**src/rtl/sensor_pulse_gen.sv**
```systemverilog
// sensor_pulse_gen: generates active-low nFork / nCrank sensor pulse trains
// from programmed periods (in clock cycles). Each channel emits a falling edge
// every P cycles with a low phase of PULSE_WIDTH cycles. New periods go into a
// shadow register on load and are adopted only at a period boundary, so a
// period in progress is never shortened or stretched.
//
// Ports:
//   Clock, nReset           system clock, asynchronous active-low reset
//   enable                  channels run while 1; stop at next boundary when 0
//   load                    strobe capturing both period inputs into shadows
//   fork_period_in          fork period request (0 = off)
//   crank_period_in         crank period request (0 = off)
//   nFork, nCrank           registered active-low pulse outputs
//   update_pending          a shadow period is still waiting to be adopted
//   fork_pulses             wrapping count of nFork falling edges
//   crank_pulses            wrapping count of nCrank falling edges
//
// Channel FSM:
//   state | meaning
//   IDLE  | output high, waiting for enable and a non-zero active period
//   LOW   | low phase, cnt = 0 .. PULSE_WIDTH-1
//   HIGH  | high phase, cnt = PULSE_WIDTH .. P-1, boundary at cnt = P-1

module sensor_pulse_ch #(
  parameter int PULSE_WIDTH = 64,
  parameter int MIN_PERIOD  = 128,
  parameter int CNT_W       = 16
) (
  input  logic             Clock,
  input  logic             nReset,
  input  logic             enable,
  input  logic             load,
  input  logic [CNT_W-1:0] period_in,
  output logic             n_pulse,
  output logic [CNT_W-1:0] pulses,
  output logic             pending_next
);

  typedef enum logic [1:0] {IDLE, LOW, HIGH} state_t;

  localparam logic [CNT_W-1:0] MIN_P    = CNT_W'(MIN_PERIOD);
  localparam logic [CNT_W-1:0] LOW_LAST = CNT_W'(PULSE_WIDTH - 1);
  localparam logic [CNT_W-1:0] ONE      = CNT_W'(1);

  state_t           state;
  logic [CNT_W-1:0] cnt;
  logic [CNT_W-1:0] active;
  logic [CNT_W-1:0] shadow;
  logic [CNT_W-1:0] clamped;
  logic [CNT_W-1:0] next_period;
  logic             pending;
  logic             boundary;
  logic             adopt;

  always_comb begin
    if (period_in == '0)
      clamped = '0;
    else if (period_in < MIN_P)
      clamped = MIN_P;
    else
      clamped = period_in;
  end

  // A zero active period can only reach HIGH if a zero shadow was adopted on
  // the same edge that launched from IDLE; end that period right away.
  assign boundary     = (state == HIGH) && ((active == '0) || (cnt == active - ONE));
  assign adopt        = pending && ((state == IDLE) || boundary);
  // load wins over adoption: the boundary takes the old shadow, flag stays set.
  assign pending_next = load || (pending && !adopt);
  assign next_period  = adopt ? shadow : active;

  always_ff @(posedge Clock or negedge nReset) begin
    if (!nReset) begin
      state   <= IDLE;
      cnt     <= '0;
      active  <= '0;
      shadow  <= '0;
      pending <= 1'b0;
      n_pulse <= 1'b1;
      pulses  <= '0;
    end else begin
      if (load)
        shadow <= clamped;
      pending <= pending_next;
      if (adopt)
        active <= shadow;

      case (state)
        IDLE: begin
          n_pulse <= 1'b1;
          // launch decision uses the active period from before this edge
          if (enable && (active != '0)) begin
            state   <= LOW;
            n_pulse <= 1'b0;
            cnt     <= '0;
            pulses  <= pulses + ONE;
          end
        end
        LOW: begin
          cnt <= cnt + ONE;
          if (cnt == LOW_LAST) begin
            state   <= HIGH;
            n_pulse <= 1'b1;
          end
        end
        HIGH: begin
          if (boundary) begin
            cnt <= '0;
            if (!enable || (next_period == '0)) begin
              state <= IDLE;
            end else begin
              state   <= LOW;
              n_pulse <= 1'b0;
              pulses  <= pulses + ONE;
            end
          end else begin
            cnt <= cnt + ONE;
          end
        end
        default: begin
          state   <= IDLE;
          n_pulse <= 1'b1;
          cnt     <= '0;
        end
      endcase
    end
  end

endmodule

module sensor_pulse_gen #(
  parameter int PULSE_WIDTH = 64,
  parameter int MIN_PERIOD  = 128,
  parameter int CNT_W       = 16
) (
  input  logic             Clock,
  input  logic             nReset,
  input  logic             enable,
  input  logic             load,
  input  logic [CNT_W-1:0] fork_period_in,
  input  logic [CNT_W-1:0] crank_period_in,
  output logic             nFork,
  output logic             nCrank,
  output logic             update_pending,
  output logic [CNT_W-1:0] fork_pulses,
  output logic [CNT_W-1:0] crank_pulses
);

  logic fork_pending_next;
  logic crank_pending_next;

  sensor_pulse_ch #(
    .PULSE_WIDTH (PULSE_WIDTH),
    .MIN_PERIOD  (MIN_PERIOD),
    .CNT_W       (CNT_W)
  ) u_fork (
    .Clock        (Clock),
    .nReset       (nReset),
    .enable       (enable),
    .load         (load),
    .period_in    (fork_period_in),
    .n_pulse      (nFork),
    .pulses       (fork_pulses),
    .pending_next (fork_pending_next)
  );

  sensor_pulse_ch #(
    .PULSE_WIDTH (PULSE_WIDTH),
    .MIN_PERIOD  (MIN_PERIOD),
    .CNT_W       (CNT_W)
  ) u_crank (
    .Clock        (Clock),
    .nReset       (nReset),
    .enable       (enable),
    .load         (load),
    .period_in    (crank_period_in),
    .n_pulse      (nCrank),
    .pulses       (crank_pulses),
    .pending_next (crank_pending_next)
  );

  // Registered from the channels' next-state flags so it tracks them exactly.
  always_ff @(posedge Clock or negedge nReset) begin
    if (!nReset)
      update_pending <= 1'b0;
    else
      update_pending <= fork_pending_next || crank_pending_next;
  end

endmodule
```
**config.mk**
```make
export PLATFORM = sky130hd
export DESIGN_NAME = sensor_pulse_gen
export DESIGN_NICKNAME = d
export VERILOG_FILES = /design/src/rtl/sensor_pulse_gen.sv
export SDC_FILE = /design/constraint.sdc
export NUM_CORES = 1
export LEC_CHECK = 0
export ABC_AREA = 1
export BUFFER_PORTS_ARGS = -buffer_cell sky130_fd_sc_hd__buf_4
export CAP_MARGIN = 20
export CORE_MARGIN = 1
export CORE_UTILIZATION = 25
export DETAILED_ROUTE_END_ITERATION = 6
export GPL_ROUTABILITY_DRIVEN = 0
export GPL_TIMING_DRIVEN = 0
export HOLD_SLACK_MARGIN = 0.1
export PLACE_DENSITY = 0.44
export SYNTH_ARGS = -nofsm -noshare
export SYNTH_HDL_FRONTEND = slang
export SYNTH_HIERARCHICAL = 1
export SYNTH_SLANG_ARGS = --single-unit
export TNS_END_PERCENT = 1
```
**constraint.sdc**
```tcl
create_clock -name Clock -period 3.3 [get_ports Clock]
set_clock_uncertainty 0.05 [all_clocks]
set_input_delay 0.99 -clock Clock [delete_from_list [all_inputs] [get_ports Clock]]
set_output_delay 0.99 -clock Clock [all_outputs]
set_load 0.1 [all_outputs]
```
==> impl_results.md <==
* Die width at 184 µm
* Post-synthesis async set-or-reset flop share at 100%
* YS warnings at 6
* Number of flops mapped to enable cells by yosys at 0
* Post-Syn Nets at 1125
* Post-Synthesis Cell Area at 8320 µm²
* Critical path class: flip-flop to flip-flop
* VDD IR max at 0.434 mV
* RSZ-0062 raised after global routing: true
* Fin crit period at 3.22 ns
* Synth top area share at 40.6%
* Most area-consuming cells after synthesis: dfrtp_1 41%, nand2_1 13%, xor2_1 5.7%
* Area share of and/or/nand/nor cells after synthesis at 33.2%
* DRC viols at 0
* PortBufs at 69
* Antenna violations before repair at 0
* Max Slew Vio Count at 0
* IO Pins at 71
* Final hold violation count at 0
* Share of cells above drive strength 1 at 21.4%
* Outcome: complete, no violations
* Full die area at 34000 µm²
* Post-Syn Area per Cell at 7.76 µm²
* Antenna Cells at 0
* Place WS at -0.297 ns
* Most frequent cell after synthesis: nand2_1
* Vias per inst at 4.45
* Starting DRC count in detailed routing at 384
* Total CTS buffers at 17
* Starting Density at 25.5%
* Nets at 1248
* Fmax achieved at 0.311 GHz
* Core area at 32600 µm²
* CTS H-tree lvls at 4
* P_leak at 0.00491 µW
* Final HPWL DP at 16300 µm
* Post-synthesis sequential area ratio at 41.2%
* Mux cell area share after synthesis at 2.30%
* Setup violations, final at 0
* Adder-cell area share of the yosys netlist at 2.41%
* Antenna violation net count after detailed routing at 0
* Worst Path Required at 3.61 ns
* Vias in the first global route at 6993
* Synth top cells by count: 293 x nand2_1, 135 x dfrtp_1, 124 x inv_1, 90 x nor2_1, 70 x nand4_1
* Via Count at 7335
* Grt ovf at 0
* CP Launch Type: flip-flop
* Main combinational cell family by area after synthesis: simple AND/OR/NAND/NOR gates
* Total GRT Usage at 13.6%
* Tightest Pin Transition at 0.737 ns
* TritonCTS clock tree: yes
* Sink Count at 137
* Pin count of the biggest net entering global routing at 75
* Crit. End Element: flip-flop
* Compound-Gate Fraction of Synth Area at 5.13%
* CTS Root Cell: clkbuf_16
* Post-Synth XOR/XNOR Area at 8.10%
* TritonRoute pass-1 iters at 6
* Crit path max fanout at 5
* Pwr Total at 8970 µW
* Area Overhead vs Synth at 27.1%
* Syn Inst Count at 1073
* Worst slew margin at 50.2%
* Worst setup margin at 0.0809 ns
* Std-Cell Rows at 66
* Detailed Route WL at 22500 µm
* Clock tree buffer depth at 2
* Crit path DAT at 3.53 ns
* PwrDens at 847 nW/µm²
* Reg clk slew, reported paths at 0.06 ns
* Clock latency on the worst-skew pair at 0.42 ns
* Wire per inst at 13.6 µm
* First-pass GRT wire length at 36500 µm
* Yosys reg bits at 137
* Synth unique cells at 40
* Hold Crit Class: flip-flop to flip-flop
* Post-synth top flop: dfrtp_1
* Setup slack, reg-to-reg at 0.08 ns
* Die extent in y at 184 µm
* Max_cap viols at 0
* Yosys top cell by area: dfrtp_1
* Fin crit share at 97.5%
## logic make-up (layout without fill, tap and decap cells)
family | after synthesis | in the layout
buffers and inverters | 158 | 291
and+or+nand+nor | 595 | 597
xor gates and xnor gates | 77 | 77
muxes | 17 | 17
adders and majority gates | 16 | 16
AOI/OAI and AO/OA | 73 | 73
DFF | 137 | 137
## sequential cells by signal, summed over array words and instances (netlist names)
signal           count
u_crank/active      16
u_crank/cnt         16
u_crank/n_pulse      1
u_crank/pending      1
u_crank/pulses      16
u_crank/shadow      16
u_crank/state        2
u_fork/active       16
u_fork/cnt          16
u_fork/n_pulse       1
u_fork/pending       1
u_fork/pulses       16
u_fork/shadow       16
u_fork/state         2
update_pending       1
## report_power, final
group          internal (µW)  switching (µW)  total [µW]
clock                   1190             760        1950
sequential              2040             445        2480
combinational           1630            2900        4530
total                   4860            4100        8970
## what timing repair did
| action | CTS | global route |
|---|---|---|
| setup endpoints to repair | 34 | 34 |
| resized for setup | 16 | 68 |
| buffers inserted | 4 | 25 |
| pin swaps | 1 | 25 |
| hold buffers | 0 | 0 |
| gates cloned | 0 | 5 |
## placed cells by master (no fill, tap or decap), types with 24 or more instances in the layout
cell	netlist	layout
buf_4	0	95
dfrtp_1	135	126
inv_1	124	120
nand2_1	293	274
nand2_2	16	29
nand3_1	62	60
nand4_1	70	70
nor2_1	90	75
nor3_1	25	24
o21ai_0	35	34
xor2_1	54	54
## cell type report
type / instances / area, µm²
timing repair buffer: 102 / 830
tap: 442 / 553
sequential: 137 / 3440
fill: 3439 / 22000
inverter: 127 / 477
multi-input combinational: 780 / 4490
clock inverter: 10 / 119
clock buffer: 21 / 480
buffer: 31 / 193
## stage by stage
stage | hold WS [ns] | util, % | setup TNS (ns) | std cells | cell area (µm²)
final | 0.423 | 32.4 | 0 | 1650 | 10600
after floorplan | 0.431 | - | 0 | 1073 | 8320
after detailed placement | 0.414 | 28.9 | -5.58 | 1585 | 9420
after CTS | 0.425 | 31.0 | 0 | 1620 | 10100
after global placement | 0.408 | 28.8 | -5.52 | 1584 | 9390
after global routing | 0.448 | 32.4 | -1.61 | 1650 | 10600
## worst max-delay path: stages, from the launching register on
cell	delay, ns
dfrtp_1	0.42
inv_2	0.09
ha_4	0.14
nand3_4	0.10
nor2_4	0.17
nand2_1	0.07
nand2_1	0.05
nand2_1	0.05
nor2_1	0.11
nand2_1	0.08
nor2_2	0.14
nand3_2	0.12
nand3_4	0.14
nand3_4	0.14
buf_8	0.17
nand2_4	0.05
nand2_2	0.06
nor2_2	0.10
nand2_1	0.07
nor2_2	0.14
nand2_2	0.10
nand2_4	0.12
nand2_8	0.08
nand3_4	0.13
clkbuf_16	0.17
nand2_2	0.04
nand2_1	0.05
## worst paths after layout
check | startpoint | to | cells after the start
max | u_crank/active[0]$_DFF_PN0_ | u_crank/pulses[11]$_DFFE_PN0P_ | 26
min | u_crank/n_pulse$_DFFE_PN1P_ | u_crank/n_pulse$_DFFE_PN1P_ | 2
max reg2reg | u_crank/active[0]$_DFF_PN0_ | u_crank/pulses[11]$_DFFE_PN0P_ | 26
min reg2reg | u_crank/n_pulse$_DFFE_PN1P_ | u_crank/n_pulse$_DFFE_PN1P_ | 2
max in group asynchronous | nReset | u_fork/active[5]$_DFF_PN0_ | 2
min in group asynchronous | nReset | u_crank/cnt[12]$_DFFE_PN0N_ | 1
## routing by layer
layer  vias up  track usage (%)  wire, µm
li1       3770                -         -
met1      3437             19.0     11300
met2       111             21.2     10200
met3        17             2.61       833
met4         0             3.63       196
met5         -                0         0
No activity file was read; power rests on OpenSTA's default activity.
